## config.mk

```make
export PLATFORM = sky130hd
export DESIGN_NAME = rr_req_arbiter8
export DESIGN_NICKNAME = d
export VERILOG_FILES = /design/src/rtl/arb_pkg.sv /design/src/rtl/arb_prio_enc8.sv /design/src/rtl/rr_req_arbiter8.sv
export SDC_FILE = /design/constraint.sdc
export NUM_CORES = 1
export LEC_CHECK = 0
export CORE_MARGIN = 2
export CORE_UTILIZATION = 41
export CTS_BUF_LIST = sky130_fd_sc_hd__clkbuf_8
export DETAILED_ROUTE_END_ITERATION = 7
export SETUP_SLACK_MARGIN = 0.3
export SLEW_MARGIN = 15
export SYNTH_ARGS = -nofsm -noshare
export SYNTH_HDL_FRONTEND = slang
export SYNTH_HIERARCHICAL = 1
export SYNTH_SLANG_ARGS = --single-unit
```

## constraint.sdc

```tcl
create_clock -name clk -period 10.5 [get_ports clk]
set_clock_uncertainty 0.15 [all_clocks]
set_input_delay 2.1 -clock clk [delete_from_list [all_inputs] [get_ports clk]]
set_output_delay 2.1 -clock clk [all_outputs]
set_load 0.01 [all_outputs]
```

## src/rtl/arb_pkg.sv

```systemverilog
// arb_pkg
// Shared definitions for the 8-requester arbiter slice:
//   N_REQ / ID_W   requester count and grant index width (fixed at 8 / 3)
//   arb_state_t    arbiter FSM encoding {IDLE, GRANT}
//   rotate_right   rotation used to start the round-robin search after rr_ptr
//   onehot8        binary index to one-hot grant vector
package arb_pkg;

  localparam int N_REQ = 8;
  localparam int ID_W  = 3;

  typedef enum logic [0:0] {
    IDLE  = 1'b0,
    GRANT = 1'b1
  } arb_state_t;

  // Result bit i is vec[(i + sh) mod N_REQ], so bit 0 is the first candidate.
  function automatic logic [N_REQ-1:0] rotate_right(
    input logic [N_REQ-1:0] vec,
    input logic [ID_W-1:0]  sh
  );
    logic [2*N_REQ-1:0] dbl;
    dbl = {vec, vec} >> sh;
    return dbl[N_REQ-1:0];
  endfunction

  function automatic logic [N_REQ-1:0] onehot8(input logic [ID_W-1:0] idx);
    logic [N_REQ-1:0] v;
    v      = {N_REQ{1'b0}};
    v[idx] = 1'b1;
    return v;
  endfunction

endpackage

```

## src/rtl/arb_prio_enc8.sv

```systemverilog
// arb_prio_enc8
// Combinational 8-input priority encoder.
// Ports:
//   vec        input  8  candidate vector
//   msb_first  input  1  1 = highest set bit wins, 0 = lowest set bit wins
//   index      output 3  winning bit position (0 when vec is empty)
//   any        output 1  vec has at least one bit set
module arb_prio_enc8
  import arb_pkg::*;
(
  input  logic [N_REQ-1:0] vec,
  input  logic             msb_first,
  output logic [ID_W-1:0]  index,
  output logic             any
);

  logic [ID_W-1:0] lsb_idx_s;
  logic [ID_W-1:0] msb_idx_s;

  // Lowest set bit: used on the rotated vector for round-robin search
  always_comb begin
    lsb_idx_s = 3'd0;
    casez (vec)
      8'b???????1: lsb_idx_s = 3'd0;
      8'b??????10: lsb_idx_s = 3'd1;
      8'b?????100: lsb_idx_s = 3'd2;
      8'b????1000: lsb_idx_s = 3'd3;
      8'b???10000: lsb_idx_s = 3'd4;
      8'b??100000: lsb_idx_s = 3'd5;
      8'b?1000000: lsb_idx_s = 3'd6;
      8'b10000000: lsb_idx_s = 3'd7;
      default:     lsb_idx_s = 3'd0;
    endcase
  end

  // Highest set bit: fixed-priority selection with bit 7 on top
  always_comb begin
    msb_idx_s = 3'd0;
    casez (vec)
      8'b1???????: msb_idx_s = 3'd7;
      8'b01??????: msb_idx_s = 3'd6;
      8'b001?????: msb_idx_s = 3'd5;
      8'b0001????: msb_idx_s = 3'd4;
      8'b00001???: msb_idx_s = 3'd3;
      8'b000001??: msb_idx_s = 3'd2;
      8'b0000001?: msb_idx_s = 3'd1;
      8'b00000001: msb_idx_s = 3'd0;
      default:     msb_idx_s = 3'd0;
    endcase
  end

  // Direction select and any-request flag
  always_comb begin
    any = |vec;
    if (msb_first) begin
      index = msb_idx_s;
    end else begin
      index = lsb_idx_s;
    end
  end

endmodule

```

## src/rtl/rr_req_arbiter8.sv

```systemverilog
// rr_req_arbiter8
// Shares one downstream resource between 8 requesters. A winner is picked in
// IDLE, holds the grant in GRANT until done, loss of its own request, or the
// MAX_HOLD limit, then the arbiter spends one cycle in IDLE and re-arbitrates.
// The requester count and index width are fixed by arb_pkg (8 / 3).
// Parameters:
//   RR_EN     1 = round-robin after the last owner, 0 = fixed priority (bit 7 top)
//   MAX_HOLD  maximum grant length in cycles, 0 = unlimited
// Ports:
//   clk        input  1  rising-edge clock
//   rst        input  1  synchronous active-high reset
//   req        input  8  level request per requester
//   done       input  1  owner release pulse, ignored outside GRANT
//   grant      output 8  registered one-hot grant
//   grant_id   output 3  registered owner index, qualify with grant_vld
//   grant_vld  output 1  registered, high while a grant is active
//   timeout    output 1  one-cycle pulse when MAX_HOLD alone revokes a grant
module rr_req_arbiter8
  import arb_pkg::*;
#(
  parameter int RR_EN    = 1,
  parameter int MAX_HOLD = 16
) (
  input  logic             clk,
  input  logic             rst,
  input  logic [N_REQ-1:0] req,
  input  logic             done,
  output logic [N_REQ-1:0] grant,
  output logic [ID_W-1:0]  grant_id,
  output logic             grant_vld,
  output logic             timeout
);

  localparam int              HC_W      = (MAX_HOLD > 0) ? $clog2(MAX_HOLD + 1) : 1;
  localparam bit              HOLD_EN   = (MAX_HOLD > 0);
  localparam logic [HC_W-1:0] HOLD_LAST = (MAX_HOLD > 0) ? HC_W'(MAX_HOLD - 1) : {HC_W{1'b0}};

  arb_state_t       state_r;
  arb_state_t       state_nxt_s;
  logic [HC_W-1:0]  hold_cnt_r;
  logic [HC_W-1:0]  hold_cnt_nxt_s;
  logic [ID_W-1:0]  rr_ptr_r;
  logic [ID_W-1:0]  rr_ptr_nxt_s;
  logic [N_REQ-1:0] grant_r;
  logic [N_REQ-1:0] grant_nxt_s;
  logic [ID_W-1:0]  grant_id_r;
  logic [ID_W-1:0]  grant_id_nxt_s;
  logic             grant_vld_r;
  logic             grant_vld_nxt_s;
  logic             timeout_r;
  logic             timeout_nxt_s;

  logic [ID_W-1:0]  search_base_s;
  logic [N_REQ-1:0] enc_vec_s;
  logic             enc_msb_first_s;
  logic [ID_W-1:0]  enc_idx_s;
  logic             enc_any_s;
  logic [ID_W-1:0]  winner_s;
  logic             owner_req_s;
  logic             hold_hit_s;
  logic             release_s;
  logic             timeout_only_s;

  // Encoder input: rotated so the search starts one past the last owner
  always_comb begin
    search_base_s   = rr_ptr_r + 3'd1;
    enc_vec_s       = req;
    enc_msb_first_s = 1'b1;
    if (RR_EN != 0) begin
      enc_vec_s       = rotate_right(req, search_base_s);
      enc_msb_first_s = 1'b0;
    end else begin
      enc_vec_s       = req;
      enc_msb_first_s = 1'b1;
    end
  end

  arb_prio_enc8 u_enc (
    .vec       (enc_vec_s),
    .msb_first (enc_msb_first_s),
    .index     (enc_idx_s),
    .any       (enc_any_s)
  );

  // Undo the rotation; the 3-bit add wraps 7 -> 0 on its own
  always_comb begin
    winner_s = enc_idx_s;
    if (RR_EN != 0) begin
      winner_s = enc_idx_s + search_base_s;
    end else begin
      winner_s = enc_idx_s;
    end
  end

  // Release conditions; timeout is flagged only when the hold limit is the sole cause
  always_comb begin
    owner_req_s    = req[grant_id_r];
    hold_hit_s     = HOLD_EN && (hold_cnt_r == HOLD_LAST);
    release_s      = done || !owner_req_s || hold_hit_s;
    timeout_only_s = hold_hit_s && !done && owner_req_s;
  end

  // Next-state logic
  always_comb begin
    state_nxt_s = state_r;
    case (state_r)
      IDLE: begin
        if (enc_any_s) begin
          state_nxt_s = GRANT;
        end else begin
          state_nxt_s = IDLE;
        end
      end
      GRANT: begin
        if (release_s) begin
          state_nxt_s = IDLE;
        end else begin
          state_nxt_s = GRANT;
        end
      end
      default: state_nxt_s = IDLE;
    endcase
  end

  // Next values of the registered outputs, hold counter and rr pointer
  always_comb begin
    grant_nxt_s     = grant_r;
    grant_id_nxt_s  = grant_id_r;
    grant_vld_nxt_s = grant_vld_r;
    timeout_nxt_s   = 1'b0;
    hold_cnt_nxt_s  = hold_cnt_r;
    rr_ptr_nxt_s    = rr_ptr_r;
    case (state_r)
      IDLE: begin
        if (enc_any_s) begin
          grant_nxt_s     = onehot8(winner_s);
          grant_id_nxt_s  = winner_s;
          grant_vld_nxt_s = 1'b1;
          hold_cnt_nxt_s  = {HC_W{1'b0}};
        end else begin
          grant_nxt_s     = {N_REQ{1'b0}};
          grant_vld_nxt_s = 1'b0;
        end
      end
      GRANT: begin
        if (release_s) begin
          grant_nxt_s     = {N_REQ{1'b0}};
          grant_vld_nxt_s = 1'b0;
          rr_ptr_nxt_s    = grant_id_r;
          timeout_nxt_s   = timeout_only_s;
          hold_cnt_nxt_s  = {HC_W{1'b0}};
        end else if (hold_cnt_r != {HC_W{1'b1}}) begin
          hold_cnt_nxt_s  = hold_cnt_r + HC_W'(1'b1);
        end else begin
          hold_cnt_nxt_s  = hold_cnt_r;
        end
      end
      default: begin
        grant_nxt_s     = {N_REQ{1'b0}};
        grant_vld_nxt_s = 1'b0;
        hold_cnt_nxt_s  = {HC_W{1'b0}};
      end
    endcase
  end

  // State and output registers; rr_ptr resets to 7 so requester 0 is searched first
  always_ff @(posedge clk) begin
    if (rst) begin
      state_r     <= IDLE;
      hold_cnt_r  <= {HC_W{1'b0}};
      rr_ptr_r    <= 3'd7;
      grant_r     <= {N_REQ{1'b0}};
      grant_id_r  <= 3'd0;
      grant_vld_r <= 1'b0;
      timeout_r   <= 1'b0;
    end else begin
      state_r     <= state_nxt_s;
      hold_cnt_r  <= hold_cnt_nxt_s;
      rr_ptr_r    <= rr_ptr_nxt_s;
      grant_r     <= grant_nxt_s;
      grant_id_r  <= grant_id_nxt_s;
      grant_vld_r <= grant_vld_nxt_s;
      timeout_r   <= timeout_nxt_s;
    end
  end

  assign grant     = grant_r;
  assign grant_id  = grant_id_r;
  assign grant_vld = grant_vld_r;
  assign timeout   = timeout_r;

endmodule

```

# Word-level counts from Yosys, hierarchy flattened
# Cells that the tools add are included.
# totals
word_cells	57
input_bits	11
out_inout_bits	13
ff_bits	22
# op_classes
shift	1
magnitude_cmp	3
eq_ne	12
addsub	3
bitwise	2
n_reduce_logical	12
mux	17
# ops
cell	count
one-hot mux 3 bit (7 select lines)	1
two-way mux 8 bit	2
one-hot mux 8 bit (2 select lines)	1
>> shifter 16 x 3 -> 8 bit	1
two-way mux 5 bit	3
one-hot mux 5 bit (2 select lines)	1
== test 8 bit (second input constant)	1
< comparator 3 x 4 -> 1 bit (second input constant)	2
OR reduction 8 bit	1
== test 7 bit (second input constant)	1
== test 6 bit (second input constant)	1
AND reduction 2 bit	3
adder 5 x 1 -> 5 bit (second input constant)	1
== test 5 x 4 -> 1 bit (second input constant)	1
== test 5 bit (second input constant)	1
two-way mux 1 bit	5
inequality test 5 bit (second input constant)	1
== test 4 bit (second input constant)	1
one-hot mux 1 bit (2 select lines)	2
adder 3 x 1 -> 3 bit (second input constant)	1
adder 3 bit	1
binary-select mux 1 bit (select 3 bit)	1
demux 1 bit (select 3 bit)	1
== test 3 bit (second input constant)	1
other kinds (10)	15

# Longest topological paths before layout
# logic_depth
depth_word	11
depth_mapped	16
mapped_depth_nobuf	15

# Hierarchy
# Netlist, hierarchy kept.
# by_module_without_submodules
module	cells_each	seq_area_each_um2	area_per_inst_um2	instances
rr_req_arbiter8	166	440.4	1428.9	1
arb_prio_enc8	23	0.0	133.9	1

# Least setup slack after synthesis
# No wires, ideal clock.
# synth_path
path_type	input to register
from	input req[6]
to	register grant_r[3] (netlist: grant[3])
arrival_time_ns	4.374
cell_stages	13
path_buffers	0
setup_slack_ns	5.848
setup_time_ns	0.128
required_ns	10.222
path_cell_list	nor2b_1 > a211oi_1 > a21oi_1 > mux2_2 > clkinv_1 > a21oi_1 > o31a_1 > o32ai_1 > ha_1 > fa_1 > and3_1 > a32oi_1 > nor2_1
# synth_via
elab_chain_cells	10
elab_cells_between_ends	24
classes_between	add/sub (1); order compare (2); eq/ne (8); shift (1); mux (7); reduce/logical (5)
# synth_lines
item	line	text
start: declaration	rr_req_arbiter8.sv:26	input logic [N_REQ-1:0] req,
>> shifter 16 x 3 -> 8 bit (*)	arb_pkg.sv:23	dbl = {vec, vec} >> sh;
named net enc_vec_s[6]	rr_req_arbiter8.sv:54	logic [N_REQ-1:0] enc_vec_s;
== test 8 bit / == test 7 bit (equally long branches)	arb_prio_enc8.sv:23	casez (vec)
one-hot mux 3 bit (7 select lines) (*)	arb_prio_enc8.sv:23	
named net enc_idx_s[0]	rr_req_arbiter8.sv:56	logic [ID_W-1:0] enc_idx_s;
adder 3 bit (*)	rr_req_arbiter8.sv:89	winner_s = enc_idx_s + search_base_s;
named net winner_s[1]	rr_req_arbiter8.sv:58	logic [ID_W-1:0] winner_s;
< comparator 3 x 4 -> 1 bit (implied by the code) / >= comparator 3 x 1 -> 1 bit (equally long branches)	arb_pkg.sv:30	v[idx] = 1'b1;
logical AND 1 bit (implied by the code)	arb_pkg.sv:30	
two-way mux 1 bit (implied by the code)	arb_pkg.sv:30	
demux 1 bit (select 3 bit) (*)	arb_pkg.sv:30	
two-way mux 8 bit (*)	rr_req_arbiter8.sv:135	if (enc_any_s) begin
one-hot mux 8 bit (2 select lines) (*)	rr_req_arbiter8.sv:133	case (state_r)
end signal: assignment	rr_req_arbiter8.sv:172	grant_r <= {N_REQ{1'b0}};
end signal: assignment	rr_req_arbiter8.sv:180	grant_r <= grant_nxt_s;
end: declaration	rr_req_arbiter8.sv:44	logic [N_REQ-1:0] grant_r;
# Mark *: on every way through the listed nets, which the timed path passes. The rest lies on a longest branch. The select of a mux whose other input is x is not followed.
# A chain may end at the register's enable or synchronous reset.

# Worst setup path after layout
# layout_path
from	input req[2]
to	register grant_r[3] (netlist: grant[3])
# The elaborated chain is that of the path after synthesis.

==> results.cfg <==
[routing]
ant_nets = 0
avgRoutedWirePerCell_microns = 14.1
vias = 1460
drt_iter0_drc = 67
drc = 0
drt_wl_total_microns = 3680
vias_per_cell = 5.59
firstDrtPassIters = 4

[global_route]
grt_pass1_vias = 1479
antenna_found_initial = 0
grt_usage = 0.188
gr-total-overflow = 0
grt_first_pass_wirelength_microns = 6500
grt_max_degree = 21

[timing]
hold_violations = 0
setup_viol = 0
slew_headroom = 0.498
fmax_ghz = 0.192
finalCritPeriodShare = 0.496
rsz0062_at_grt = false
setup-tns-final_ns = 0
worstMarginPinSlew_ns = 0.750
fin_ws_ns = 5.29
period_needed_ns = 5.21
slew_viol_final = 0

[setup_path]
critPathMaxFanout = 5
required_ns = 10.47
critical_path_class = input port to flop
critPathArrivalTime_ns = 5.18
crit_path_end_kind = flop
crit_path_start_kind = input port

[clocking]
cts_tree = done
htreeDepth = 1
cts.sinks = 22
clockBufferDepth = 2
ctsRootBufferMaster = clkbuf_8
post_cts_resized = 0
post_cts_buffers = 0
insertion_delay_ns = 0.26
hold_buffers = 0
clkTransAtPathRegs_ns = 0.08
cts_inserted_buffers = 3

[finish]
final_common_cell = nor2_1
num-nets-final = 231
fill_cells = 354
layout-drive-gt1-share = 0.0939
area_delta_synth_final_pct = 22.1
regArea_sq_um = 440
multiInputGateArea_sq_um = 1060
final_cell_mix = nor2_1, clkdlybuf4s50_1, dfxtp_1, a21oi_1, nand2_1
diodes = 0

[placement]
dp_slack_ns = 5.05
gp_congestion = 0.828
dp_hpwl_microns = 2800
port_buffers = 23

[die]
die_area_sq_um = 4320
rows = 22
ioPinCount = 24
die_h_microns = 65.7
coreArea_sq_um = 3660
start_util = 0.427
chipWidth_microns = 65.7

[synthesis]
synth-edff-count = 0
ys_seq_elements = 22
yosysTopAreaCell = dfxtp_1
async_flop_share = 0
ys_seq_area_frac = 0.282
avgSynthCellArea_sq_um = 8.27
synthTopCellsByArea = dfxtp_1, mux2i_1, mux2_2
syn_area_sq_um = 1560
synthDominantCellAreaShare = 0.282
yosys_warnings = 6
ys_types = 43
synthCells = 189
synth_ff_type = dfxtp_1

[run_status]
status = complete, no violations

[power_and_ir_drop]
cellPowerDensity_nw_per_um2 = 275
ir_drop_v = 0.000182
p_leak_uw = 0.000712

[run]
drv_cap = 0

[hold_path]
hold_path_class = flop to flop
[worst max-delay path, stage by stage]
cell	delay, ns
clkdlybuf4s50_1	0.45
nor2b_1	0.16
a211oi_1	0.25
a21oi_1	0.09
mux2_2	0.32
clkinv_1	0.08
a21oi_1	0.06
o31a_1	0.25
o32ai_1	0.26
ha_1	0.21
fa_1	0.48
and3_1	0.23
a32oi_1	0.17
nor2_1	0.07
[through the flow]
step / instances / area [sq um] / hold WS (ns) / utilization / total power [uW]
floorplan: 194 / 1580 / 0.319 / - / 364
global placement: 257 / 1840 / 0.322 / 0.502 / 439
detailed placement: 257 / 1840 / 0.324 / 0.502 / 447
CTS: 261 / 1910 / 0.345 / 0.521 / 528
global route: 261 / 1910 / 0.372 / 0.521 / 572
finish: 261 / 1910 / 0.345 / 0.521 / 525
[kinds of logic (layout without fill, tap and decap cells)]
kind of cell / Yosys count / after routing / share of synthesized area
AOI/OAI and AO/OA: 50 / 50 / 0.237
xor gates and xnor gates: 4 / 4 / 0.0344
adders and majority gates: 6 / 6 / 0.0528
buffers and inverters: 18 / 37 / 0.0512
DFF: 22 / 22 / 0.282
muxes: 18 / 18 / 0.122
other: 1 / 6 / 0.00240
and+or+nand+nor: 70 / 70 / 0.219
[area by class of cell]
type	count	area share
Sequential cell	22	0.231
Clock inverter	1	0.0157
Timing Repair Buffer	25	0.129
Clock buffer	3	0.0216
Multi-Input combinational cell	154	0.556
Tap cell	48	0.0315
Inverter	8	0.0157
[state kept, by name, indices dropped and copies added (netlist names)]
name        cells
hold_cnt_r      5
grant           8
grant_id        3
timeout         1
rr_ptr_r        3
grant_vld       1
state_r         1
[power breakdown]
part	leakage (uW)	internal, uW	switching [uW]
Sequential	0.000180	104	22.7
Clock	0.0000357	50.9	27.4
Combinational	0.000497	142	178
Total	0.000712	297	228
[per-layer routing]
metal | GRT usage | share of wire | wire length [microns]
met4 | 0.0495 | 0.0068 | 25
met1 | 0.237 | 0.46 | 1700
met3 | 0.0411 | 0.048 | 175
met2 | 0.321 | 0.48 | 1780
met5 | 0 | 0 | 0
[worst paths after layout]
path	end	start	slack (ns)	cells past startpoint
setup / recovery	grant[3]	req[2]	5.29	14
hold reg to reg	grant_vld	grant_vld	0.34	2
hold / removal	grant_vld	grant_vld	0.34	2
setup reg to reg	grant[4]	rr_ptr_r[0]	6.52	13
[synthesized netlist by cell type, drive strengths merged (2+ instances only)]
| cell | instances |
|---|---|
| a32oi | 8 |
| nor2 | 24 |
| and3 | 2 |
| a31oi | 5 |
| o221ai | 3 |
| clkbuf | 4 |
| o21ai | 3 |
| mux2 | 8 |
| ha | 5 |
| nand4 | 6 |
| nand4b | 2 |
| a221o | 2 |
| dfxtp | 22 |
| nand2 | 15 |
| a21oi | 16 |
| inv | 7 |
| a221oi | 2 |
| nor3 | 4 |
| a211oi | 5 |
| nand2b | 3 |
| mux2i | 10 |
| nor2b | 5 |
| xnor2 | 3 |
| buf | 6 |
| nand3 | 5 |
(Power assumes the default switching activity.)
